===== src/rtl/dvi_pkg.sv =====
// ---------------------------------------------------------------------------
// dvi_pkg
// Shared types and constants for the DVI test-pattern generator.
//   pattern_t : selectable test patterns, in the order mode_next steps them
//   BAR_RGB   : colour of each of the eight colour bars, indexed by bar number
// ---------------------------------------------------------------------------
package dvi_pkg;

   typedef enum logic [1:0] {
      PAT_GRADIENT,
      PAT_BARS,
      PAT_CHECKER,
      PAT_SOLID
   } pattern_t;

   // Element [i] is the colour of bar i (leftmost concatenation entry is bar 7).
   // Bar i: r = ~i[1], g = ~i[2], b = ~i[0].
   localparam logic [7:0][23:0] BAR_RGB = {
      24'h000000,   // 7 black
      24'h0000FF,   // 6 blue
      24'hFF0000,   // 5 red
      24'hFF00FF,   // 4 magenta
      24'h00FF00,   // 3 green
      24'h00FFFF,   // 2 cyan
      24'hFFFF00,   // 1 yellow
      24'hFFFFFF    // 0 white
   };

endpackage


===== src/rtl/video_timing.sv =====
// ---------------------------------------------------------------------------
// video_timing
// Raster counters for a resolution-parametrised video timing.
//   i_clk       : pixel clock
//   i_rst       : synchronous active-high reset, counters to (0,0)
//   o_x, o_y    : current pixel column / line
//   o_active    : pixel lies in the visible region
//   o_hsync_raw : horizontal sync at its asserted level per HSYNC_POL
//   o_vsync_raw : vertical sync at its asserted level per VSYNC_POL
//   o_eof       : last pixel of the frame (x = H_TOTAL-1, y = V_TOTAL-1)
// All outputs are combinational decodes of the counters.
// ---------------------------------------------------------------------------
module video_timing #(
   parameter int H_ACTIVE  = 640,
   parameter int H_FP      = 16,
   parameter int H_SYNC    = 96,
   parameter int H_BP      = 48,
   parameter int V_ACTIVE  = 480,
   parameter int V_FP      = 10,
   parameter int V_SYNC    = 2,
   parameter int V_BP      = 33,
   parameter bit HSYNC_POL = 1'b0,
   parameter bit VSYNC_POL = 1'b0,
   localparam int H_TOTAL  = H_ACTIVE + H_FP + H_SYNC + H_BP,
   localparam int V_TOTAL  = V_ACTIVE + V_FP + V_SYNC + V_BP,
   localparam int XW       = $clog2(H_TOTAL),
   localparam int YW       = $clog2(V_TOTAL)
) (
   input  logic          i_clk,
   input  logic          i_rst,
   output logic [XW-1:0] o_x,
   output logic [YW-1:0] o_y,
   output logic          o_active,
   output logic          o_hsync_raw,
   output logic          o_vsync_raw,
   output logic          o_eof
);

   localparam logic [XW-1:0] X_LAST   = XW'(H_TOTAL - 1);
   localparam logic [YW-1:0] Y_LAST   = YW'(V_TOTAL - 1);
   localparam logic [XW-1:0] X_ACT    = XW'(H_ACTIVE);
   localparam logic [YW-1:0] Y_ACT    = YW'(V_ACTIVE);
   localparam logic [XW-1:0] HS_START = XW'(H_ACTIVE + H_FP);
   localparam logic [XW-1:0] HS_END   = XW'(H_ACTIVE + H_FP + H_SYNC);
   localparam logic [YW-1:0] VS_START = YW'(V_ACTIVE + V_FP);
   localparam logic [YW-1:0] VS_END   = YW'(V_ACTIVE + V_FP + V_SYNC);

   logic [XW-1:0] r_x;
   logic [YW-1:0] r_y;
   logic          w_x_wrap;
   logic          w_in_hs;
   logic          w_in_vs;

   assign w_x_wrap = (r_x == X_LAST);

   always_ff @(posedge i_clk) begin
      if (i_rst) begin
         r_x <= '0;
         r_y <= '0;
      end else if (w_x_wrap) begin
         r_x <= '0;
         r_y <= (r_y == Y_LAST) ? '0 : r_y + 1'b1;
      end else begin
         r_x <= r_x + 1'b1;
      end
   end

   // vsync decodes y only, so its edges fall on x==0 naturally.
   assign w_in_hs     = (r_x >= HS_START) && (r_x < HS_END);
   assign w_in_vs     = (r_y >= VS_START) && (r_y < VS_END);

   assign o_x         = r_x;
   assign o_y         = r_y;
   assign o_active    = (r_x < X_ACT) && (r_y < Y_ACT);
   assign o_hsync_raw = w_in_hs ? HSYNC_POL : ~HSYNC_POL;
   assign o_vsync_raw = w_in_vs ? VSYNC_POL : ~VSYNC_POL;
   assign o_eof       = w_x_wrap && (r_y == Y_LAST);

endmodule


===== src/rtl/dvi_pattern_gen.sv =====
// ---------------------------------------------------------------------------
// dvi_pattern_gen
// Test-pattern source for the TMDS encoder stage: gradient, colour bars,
// checkerboard and solid fill, with frame-synchronous mode change and a
// per-frame scrolling offset.
//   clkp        : pixel clock
//   rst         : synchronous active-high reset
//   mode_next   : pulse, advance to next pattern at the next frame boundary
//   pause       : level, hold the scrolling offset
//   vga_r/g/b   : registered pixel colour (zero outside the active region)
//   hsync/vsync : registered syncs, polarity per HSYNC_POL / VSYNC_POL
//   de          : registered data enable
//   frame_start : one-cycle pulse alongside pixel (0,0)
//   mode        : pattern currently on screen
// All outputs lag the raster counters by one clock and are mutually aligned.
// ---------------------------------------------------------------------------
module dvi_pattern_gen
   import dvi_pkg::*;
#(
   parameter int H_ACTIVE    = 640,
   parameter int H_FP        = 16,
   parameter int H_SYNC      = 96,
   parameter int H_BP        = 48,
   parameter int V_ACTIVE    = 480,
   parameter int V_FP        = 10,
   parameter int V_SYNC      = 2,
   parameter int V_BP        = 33,
   parameter bit HSYNC_POL   = 1'b0,
   parameter bit VSYNC_POL   = 1'b0,
   parameter int OFFSET_STEP = 20,
   parameter int CHECK_LOG2  = 5
) (
   input  logic       clkp,
   input  logic       rst,
   input  logic       mode_next,
   input  logic       pause,
   output logic [7:0] vga_r,
   output logic [7:0] vga_g,
   output logic [7:0] vga_b,
   output logic       hsync,
   output logic       vsync,
   output logic       de,
   output logic       frame_start,
   output logic [1:0] mode
);

   localparam int H_TOTAL = H_ACTIVE + H_FP + H_SYNC + H_BP;
   localparam int V_TOTAL = V_ACTIVE + V_FP + V_SYNC + V_BP;
   localparam int XW      = $clog2(H_TOTAL);
   localparam int YW      = $clog2(V_TOTAL);
   localparam int BAR_W   = H_ACTIVE / 8;

   localparam logic [XW-1:0] X_LAST   = XW'(H_TOTAL - 1);
   localparam logic [XW-1:0] BAR_LAST = XW'(BAR_W - 1);
   localparam logic [7:0]    STEP     = 8'(OFFSET_STEP);

   logic [XW-1:0] w_x;
   logic [YW-1:0] w_y;
   logic          w_active;
   logic          w_hsync_raw;
   logic          w_vsync_raw;
   logic          w_eof;

   video_timing #(
      .H_ACTIVE  (H_ACTIVE),
      .H_FP      (H_FP),
      .H_SYNC    (H_SYNC),
      .H_BP      (H_BP),
      .V_ACTIVE  (V_ACTIVE),
      .V_FP      (V_FP),
      .V_SYNC    (V_SYNC),
      .V_BP      (V_BP),
      .HSYNC_POL (HSYNC_POL),
      .VSYNC_POL (VSYNC_POL)
   ) u_timing (
      .i_clk       (clkp),
      .i_rst       (rst),
      .o_x         (w_x),
      .o_y         (w_y),
      .o_active    (w_active),
      .o_hsync_raw (w_hsync_raw),
      .o_vsync_raw (w_vsync_raw),
      .o_eof       (w_eof)
   );

   // Bar index runs in lockstep with x, so no divide by BAR_W is needed.
   // It keeps counting past bar 7 in blanking, where the colour is masked.
   logic [XW-1:0] r_bar_px;
   logic [2:0]    r_bar_idx;

   always_ff @(posedge clkp) begin
      if (rst || (w_x == X_LAST)) begin
         r_bar_px  <= '0;
         r_bar_idx <= '0;
      end else if (r_bar_px == BAR_LAST) begin
         r_bar_px  <= '0;
         r_bar_idx <= r_bar_idx + 3'd1;
      end else begin
         r_bar_px  <= r_bar_px + 1'b1;
      end
   end

   // Mode and offset only move at the frame boundary so a frame never tears.
   // A request seen mid-frame is parked in r_pending; repeats collapse.
   pattern_t   r_mode;
   logic       r_pending;
   logic [7:0] r_offset;

   always_ff @(posedge clkp) begin
      if (rst) begin
         r_mode    <= PAT_GRADIENT;
         r_pending <= 1'b0;
         r_offset  <= 8'h00;
      end else if (w_eof) begin
         if (!pause) begin
            r_offset <= r_offset + STEP;
         end
         if (r_pending || mode_next) begin
            r_mode <= pattern_t'(r_mode + 2'd1);
         end
         r_pending <= 1'b0;
      end else if (mode_next) begin
         r_pending <= 1'b1;
      end
   end

   // Pattern evaluation for the current counter position.
   logic [7:0]  w_x8;
   logic [7:0]  w_y8;
   logic [15:0] w_xo;
   logic [15:0] w_y16;
   logic        w_cell;
   logic [23:0] w_rgb;

   assign w_x8   = 8'(w_x);
   assign w_y8   = 8'(w_y);
   assign w_xo   = 16'(w_x) + 16'(r_offset);
   assign w_y16  = 16'(w_y);
   assign w_cell = |(((w_xo ^ w_y16) >> CHECK_LOG2) & 16'd1);

   always_comb begin
      w_rgb = 24'h000000;
      if (w_active) begin
         case (r_mode)
            PAT_GRADIENT: w_rgb = {w_y8 + r_offset, w_x8 + r_offset, 8'h00};
            PAT_BARS:     w_rgb = BAR_RGB[r_bar_idx];
            PAT_CHECKER:  w_rgb = w_cell ? 24'hFFFFFF : 24'h000000;
            PAT_SOLID:    w_rgb = {3{r_offset}};
            default:      w_rgb = 24'h000000;
         endcase
      end
   end

   // Output register stage: everything leaves one clock after the counters.
   logic [23:0] r_rgb;
   logic        r_hsync;
   logic        r_vsync;
   logic        r_de;
   logic        r_frame_start;

   always_ff @(posedge clkp) begin
      if (rst) begin
         r_rgb         <= 24'h000000;
         r_hsync       <= ~HSYNC_POL;
         r_vsync       <= ~VSYNC_POL;
         r_de          <= 1'b0;
         r_frame_start <= 1'b0;
      end else begin
         r_rgb         <= w_rgb;
         r_hsync       <= w_hsync_raw;
         r_vsync       <= w_vsync_raw;
         r_de          <= w_active;
         r_frame_start <= (w_x == '0) && (w_y == '0);
      end
   end

   assign vga_r       = r_rgb[23:16];
   assign vga_g       = r_rgb[15:8];
   assign vga_b       = r_rgb[7:0];
   assign hsync       = r_hsync;
   assign vsync       = r_vsync;
   assign de          = r_de;
   assign frame_start = r_frame_start;
   assign mode        = r_mode;

endmodule


===== config.mk =====
export PLATFORM = sky130hd
export DESIGN_NAME = dvi_pattern_gen
export DESIGN_NICKNAME = d
export VERILOG_FILES = /design/src/rtl/dvi_pkg.sv /design/src/rtl/video_timing.sv /design/src/rtl/dvi_pattern_gen.sv
export SDC_FILE = /design/constraint.sdc
export NUM_CORES = 1
export LEC_CHECK = 0
export CORE_MARGIN = 2
export CORE_UTILIZATION = 60
export CTS_CLUSTER_DIAMETER = 120
export DETAILED_ROUTE_END_ITERATION = 10
export DONT_BUFFER_PORTS = 1
export GPL_TIMING_DRIVEN = 0
export HOLD_SLACK_MARGIN = 0.02
export PLACE_DENSITY = 0.72
export SYNTH_ARGS = -nofsm -noshare
export SYNTH_HDL_FRONTEND = slang
export SYNTH_HIERARCHICAL = 1
export SYNTH_SLANG_ARGS = --single-unit

===== constraint.sdc =====
create_clock -name clkp -period 3.6 [get_ports clkp]
set_input_delay 0.36 -clock clkp [delete_from_list [all_inputs] [get_ports clkp]]
set_output_delay 0.36 -clock clkp [all_outputs]
set_load 0.1 [all_outputs]

==> results of run 1 <==
power by group:
part	internal, mW	switching [mW]	leakage, nW
registers	0.806	0.0358	0.583
clock network	0.357	0.285	0.103
logic	0.0125	0.0194	0.762
total	1.18	0.340	1.45
per-stage QoR:
step	power [mW]	area, sq um	setup WS, ns	std cells	hold WS [ns]
2_1_floorplan	0.883	3500	0.971	367	0.413
3_3_place_gp	0.891	3590	0.672	439	0.429
3_5_place_dp	0.892	3590	0.656	439	0.435
4_1_cts	1.52	3790	0.636	455	0.0706
5_1_grt	1.57	3790	0.464	455	0.0658
6_report	1.52	3790	0.606	455	0.0848
layout make-up:
| type | count | area (sq um) | share of cell area |
|---|---|---|---|
| clock buffers | 13 | 159 | 0.0420 |
| well taps | 72 | 90.1 | 0.0238 |
| inverters | 12 | 45.0 | 0.0119 |
| plain buffers | 7 | 30.0 | 0.00793 |
| clock inverters | 3 | 40.0 | 0.0106 |
| multi-input cells | 276 | 1980 | 0.523 |
| flip-flops and latches | 72 | 1440 | 0.381 |
metal layers:
layer,vias to the layer above,GRT usage,part of all wire
met3,8,0.0618,0.046
met5,-,0,0
met1,1267,0.350,0.49
met2,84,0.371,0.45
met4,0,0.0847,0.010
li1,1341,-,-
cell usage in the layout (no fill, tap or decap), drive strengths merged, types with 7 or more instances in the layout:
cell type	Yosys	layout
dfxtp	72	72
nor2	45	45
nand2	22	22
ha	22	22
clkbuf	6	19
xor2	18	18
xnor2	17	17
o21ai	15	15
nand3	13	13
inv	12	12
a21oi	12	12
a221oi	11	11
nand4	9	9
nor3	9	9
and3	9	9
nor4	8	8
or3	8	8
nand2b	7	7
worst paths after layout:
path	end	slack [ns]	cells past startpoint
hold reg to reg	r_bar_px[0]	0.45	1
setup reg to reg	r_rgb[18]	0.61	6
hold / removal	u_timing/o_x[4]	0.08	1
setup / recovery	r_rgb[18]	0.61	6
synth_stat cells (all sizes together), types with 3 or more instances:
cell type  number
a211oi          4
a21o            5
a21oi          12
a221oi         11
and3            9
and4            3
clkbuf          6
dfxtp          72
ha             22
inv            12
mux2i           4
nand2          22
nand2b          7
nand3          13
nand4           9
nor2           45
nor2b           5
nor3            9
nor4            8
o21ai          15
or3             8
or4             3
or4b            4
xnor2          17
xor2           18
kinds of logic (layout without fill, tap and decap cells):
family | Yosys count | count (layout)
AND/OR/NAND/NOR | 155 | 155
flip-flops | 72 | 72
AO/OA/AOI/OAI | 58 | 58
XOR/XNOR | 35 | 35
adder cells (fa/ha/maj) | 24 | 24
buffers and inverters | 19 | 35
multiplexers | 4 | 4
critical path: stages (launching register included):
cell and delay (ns):
dfxtp_1 1.02, inv_1 0.23, ha_1 0.32, or3b_4 0.26
a211oi_4 0.08, a2111oi_4 0.74, a221oi_1 0.17
registers in the layout, indices dropped and copies added, names as in the netlist, named ones only:
register      flops
u_timing/o_y     10
u_timing/o_x     10
r_rgb            23
vsync             1
r_bar_idx         3
frame_start       1
hsync             1
mode              2
r_offset          6
r_pending         1
r_bar_px         10
de                1
==> impl_metrics.toml, run 1 <==
[clocking]
cts_root_buf = "clkbuf_8"
post-cts-setup-buffer-count = 0
htree_levels = 3
cts_tree = "done"
clkTransAtPathRegs_ns = 0.08
numCtsBuffers = 9
cts_resized = 0
postCtsHoldBufs = 0
cts_max_path_buffers = 2
numClockSinks = 72
clk_latency_ns = 0.34

[placement]
hpwl_um = 5200
io_buffers = 0
gp_congestion = 0.870

[synth]
synth_mux_area_frac = 0.0114
synth_top_area_cell = "dfxtp_1"
synth_xor_area_frac = 0.0877
synthAdderAreaFrac = 0.0902
ys_seq_elements = 72
syn_area_sq_um = 3500
synth_compound_area_frac = 0.142
yosys.area_share.simple = 0.235
ys_seq_area_frac = 0.412
synth_top_family_by_area = "simple AND/OR/NAND/NOR gates"
netlist_top_cells_area = "dfxtp_1 41%, ha_1 7.9%, nor2_1 4.8%, xor2_1 4.5%, xnor2_1 4.3%"
synth_fp_nets = 395
synth.distinct_cells = 48
synth.avg_cell_area_sq_um = 9.53
synthCells = 367
synth-warning-count = 6
yosys_most_used_dff = "dfxtp_1"
async_flop_share = 0
synth_top_area_share = 0.412
synth-edff-count = 0

[critical_path]
r2r_start = "mode[0]"
worst-setup-path-type = "register to register"
path_max_fanout = 8
worstPathRequired_ns = 3.77
worstSetupStartpoint = "mode[0]"
arrival_ns = 3.17
crit_path_start_kind = "register"
end_kind = "register"

[cells_and_area]
fin_nets = 406
fin_util = 0.679
drive_gt1_frac = 0.0966
fillers = 461
num_antenna_cells = 0
area.growth.synth_to_final_pct = 8.26

[routing]
drtPass1Iterations = 5
vias = 2700
drt_iter0_drc = 239
drtAntennaViolNets = 0
drcViolationCount = 0
avgViaCountPerCell = 5.93
routed_wl_um = 7240
wire_per_inst_um = 15.9

[hold_path]
worstHoldStart = "rst"
worstHoldPathType = "primary input to register"

[run]
drv_cap = 0

[sta]
hold_viol = 0
drv_slew = 0
period_share = 0.832
rsz0062_at_grt = "no"
tns_ns = 0
worstMarginPinSlew_ns = 1.05
clock.fmax_ghz = 0.334
finalSetupViolations = 0
fin_skew_ns = 0.00839
finalCriticalPeriod_ns = 2.99
maxSlewHeadroom = 0.296

[global_routing]
antenna_found_initial = 0
grt_usage = 0.249
grt_max_degree = 14
grt_pass1_vias = 2555
grt_pass1_wl_um = 12400
gr-total-overflow = 0

[power_and_ir_drop]
power.density_nw_per_um2 = 400
peakVddDrop_mv = 0.231
p_leak_nw = 1.45

[floorplanning]
die-area_sq_um = 6460
pin_count = 34
dieWidth_um = 80.3
num_rows = 27
fp.coreArea_sq_um = 5570
start_util = 0.627
fp.dieH_um = 80.3

[outcome]
status = "finished, final reports clean"
Note: power is estimated with default switching activity, not from simulation.
==> inputs of run 2 (changes only) <==
ABC_AREA = 1   (was default)
CORE_UTILIZATION = 57   (was 60)
PLACE_DENSITY = 0.71   (was 0.72)
clock period = 2.6 ns   (was 3.6 ns; I/O delays follow)
==> run 2 against run 1 <==
Non-clock buffer count unchanged. Fmax up 29%. Cell area up 4.9%. Count of clock-buffer cells in the layout down 3. Cell count up 27%. Combinational power up 62%. Via count up 13%. Register-to-register slack worse by 0.33 ns. Synthesized area up 4.8%. Worst setup slack worse by 0.33 ns. Global-route usage down 1.9 points. Sequential power up 38%. Largest cell class unchanged.
==> impl_metrics.toml, run 2 <==
[floorplanning]
fp.coreArea_sq_um = 6280
die-area_sq_um = 7080
fp.dieH_um = 84.2
start_util = 0.584
num_rows = 29
pin_count = 34
dieWidth_um = 84.2

[hold_path]
hold_path_depth = 2
holdPathEnd = "r_pending"
worstHoldStart = "mode_next"
worstHoldPathType = "primary input to register"

[sta]
rsz0062_at_grt = "no"
clock.fmax_ghz = 0.429
fin_skew_ns = 0.0122
hold_viol = 0
drv_slew = 0
finalSetupViolations = 0
setup_slack_ns = 0.271
worstMarginPinSlew_ns = 1.10
maxSlewHeadroom = 0.268
finalCriticalPeriod_ns = 2.33
fin_hold_ws_ns = 0.118
tns_ns = 0
period_share = 0.896

[synth]
netlist_top_cells_area = "dfxtp_1 39%, nand2_1 10%, ha_1 7.5%, inv_1 6.3%, nor2_1 6.1%"
synth_fp_nets = 512
ys_seq_elements = 72
synth_most_common_cell = "nand2_1"
synth.avg_cell_area_sq_um = 7.57
synth_top_area_cell = "dfxtp_1"
synth-warning-count = 6
synth-edff-count = 0
async_flop_share = 0
syn_area_sq_um = 3660
synth_top_area_share = 0.393
synth_common_cells = "100 x nand2_1, 72 x dfxtp_1, 61 x inv_1"
synth.distinct_cells = 36
synthCells = 484
ys_seq_area_frac = 0.393
yosys_most_used_dff = "dfxtp_1"

[clocking]
clk_latency_ns = 0.35
cts_tree = "done"
cts_root_buf = "clkbuf_8"
clkTransAtPathRegs_ns = 0.08
numCtsBuffers = 9
numClockSinks = 72
cts_max_path_buffers = 2
htree_levels = 3

[power_and_ir_drop]
peakVddDrop_mv = 0.396
power_frac_seq = 0.555
combPwrFrac = 0.025
p_sw_uw = 514
switching_share = 0.246
power.density_nw_per_um2 = 527
p_clk_frac = 0.420
internal_power_mw = 1.58
p_leak_nw = 1.77

[critical_path]
cp_top_family = "flip-flops"
worst-setup-path-type = "register to register"
crit_path_start_kind = "register"
path_buf_inv = 4
r2r_start = "mode[0]"
arrival_ns = 2.62
ff2ff_path_depth = 8
worst_path_most_repeated_cell = "inv_1"
path_max_fanout = 10
end_kind = "register"
worstPathRequired_ns = 2.89
reg2reg_to = "r_rgb[14]"
reg2reg_slack_ns = 0.27
cp_cell_sequence = "inv_1 > ha_1 > inv_1 > clkbuf_8 > nand3_1 > o21ai_0 > inv_1 > a21oi_2"
max_stage_delay_ns = 1.06
slowest_stage = "dfxtp_1"

[routing]
wire_per_inst_um = 13.3
drcViolationCount = 0
avgViaCountPerCell = 5.28
drtAntennaViolNets = 0
drt_iter0_drc = 104
vias = 3054
routed_wl_um = 7710
drtPass1Iterations = 4

[cells_and_area]
num_antenna_cells = 0
design_area_sq_um = 3970
final_common_cell = "nand2_1"
fin_nets = 524
top_register = "r_rgb"
final_cell_mix = "100 x nand2_1, 72 x dfxtp_1, 61 x inv_1"
drive_gt1_frac = 0.114
area.growth.synth_to_final_pct = 8.44
largest_reg_flops = 23
fin_util = 0.633

[global_routing]
grt_pass1_wl_um = 13000
grt_usage = 0.230
grt_max_degree = 14
antenna_found_initial = 0
gr-total-overflow = 0
grt_pass1_vias = 2848

[placement]
io_buffers = 0
gp_congestion = 0.894
hpwl_um = 5650
place_area_sq_um = 3760
pre_cts_ws_ns = 0.179

[outcome]
status = "finished, final reports clean"

[run]
drv_cap = 0
## run 2: area by class of cell
| class | count | area [sq um] |
|---|---|---|
| Tap cell | 77 | 96.3 |
| Buffer | 6 | 50.0 |
| Sequential cell | 72 | 1440 |
| Fill cell | 578 | 2300 |
| Multi-Input combinational cell | 344 | 1940 |
| Inverter | 62 | 233 |
| Clock buffer | 10 | 128 |
| Timing Repair Buffer | 1 | 10.0 |
| Clock inverter | 6 | 70.1 |
## run 2: stage by stage
| stage | instances | total power [mW] |
|---|---|---|
| after floorplan | 484 | 1.22 |
| after global placement | 561 | 1.24 |
| after detailed placement | 561 | 1.24 |
| after CTS | 578 | 2.11 |
| after global routing | 578 | 2.17 |
| final | 578 | 2.09 |
## run 2: worst max path at each step
stage / endpoint / cells after the start / startpoint
6_report: r_rgb[14] / 8 / mode[0]
5_1_grt: r_offset[7] / 12 / u_timing/o_x[0]
4_1_cts: r_offset[4] / 10 / u_timing/o_x[0]
3_5_place_dp: r_offset[7] / 12 / u_timing/o_x[0]
3_3_place_gp: r_offset[7] / 12 / u_timing/o_x[0]
2_1_floorplan: r_rgb[12] / 7 / mode[0]
## run 2: logic make-up after synthesis
| logic type | count (synthesis) | share of synthesized area |
|---|---|---|
| fa+ha+maj | 24 | 0.0861 |
| buf+inv | 68 | 0.0772 |
| xor+xnor | 9 | 0.0215 |
| simple gates | 249 | 0.325 |
| flops | 72 | 0.393 |
| compound gates | 62 | 0.0967 |
## run 2: power groups by stage
stage / registers, mW / clock network (mW) / logic (mW)
after detailed placement: 1.19 / 0 / 0.0495
after CTS: 1.16 / 0.897 / 0.0527
after global placement: 1.19 / 0 / 0.0475
final: 1.16 / 0.879 / 0.0516
after global routing: 1.16 / 0.946 / 0.0602
after floorplan: 1.19 / 0 / 0.0384
## run 2: timing repair
action | CTS | global route
buffers inserted | 0 | 0
endpoints found under the hold margin | 6 | 0
hold buffers | 1 | 0
setup endpoints to repair | 0 | 4
resized for setup | 0 | 2
## run 2: layer usage
layer,vias to the layer above,GRT usage,wire (um)
li1,1594,-,-
met1,1370,0.299,3570
met2,71,0.369,3590
met3,19,0.0393,322
met4,0,0.114,226
met5,-,0,0
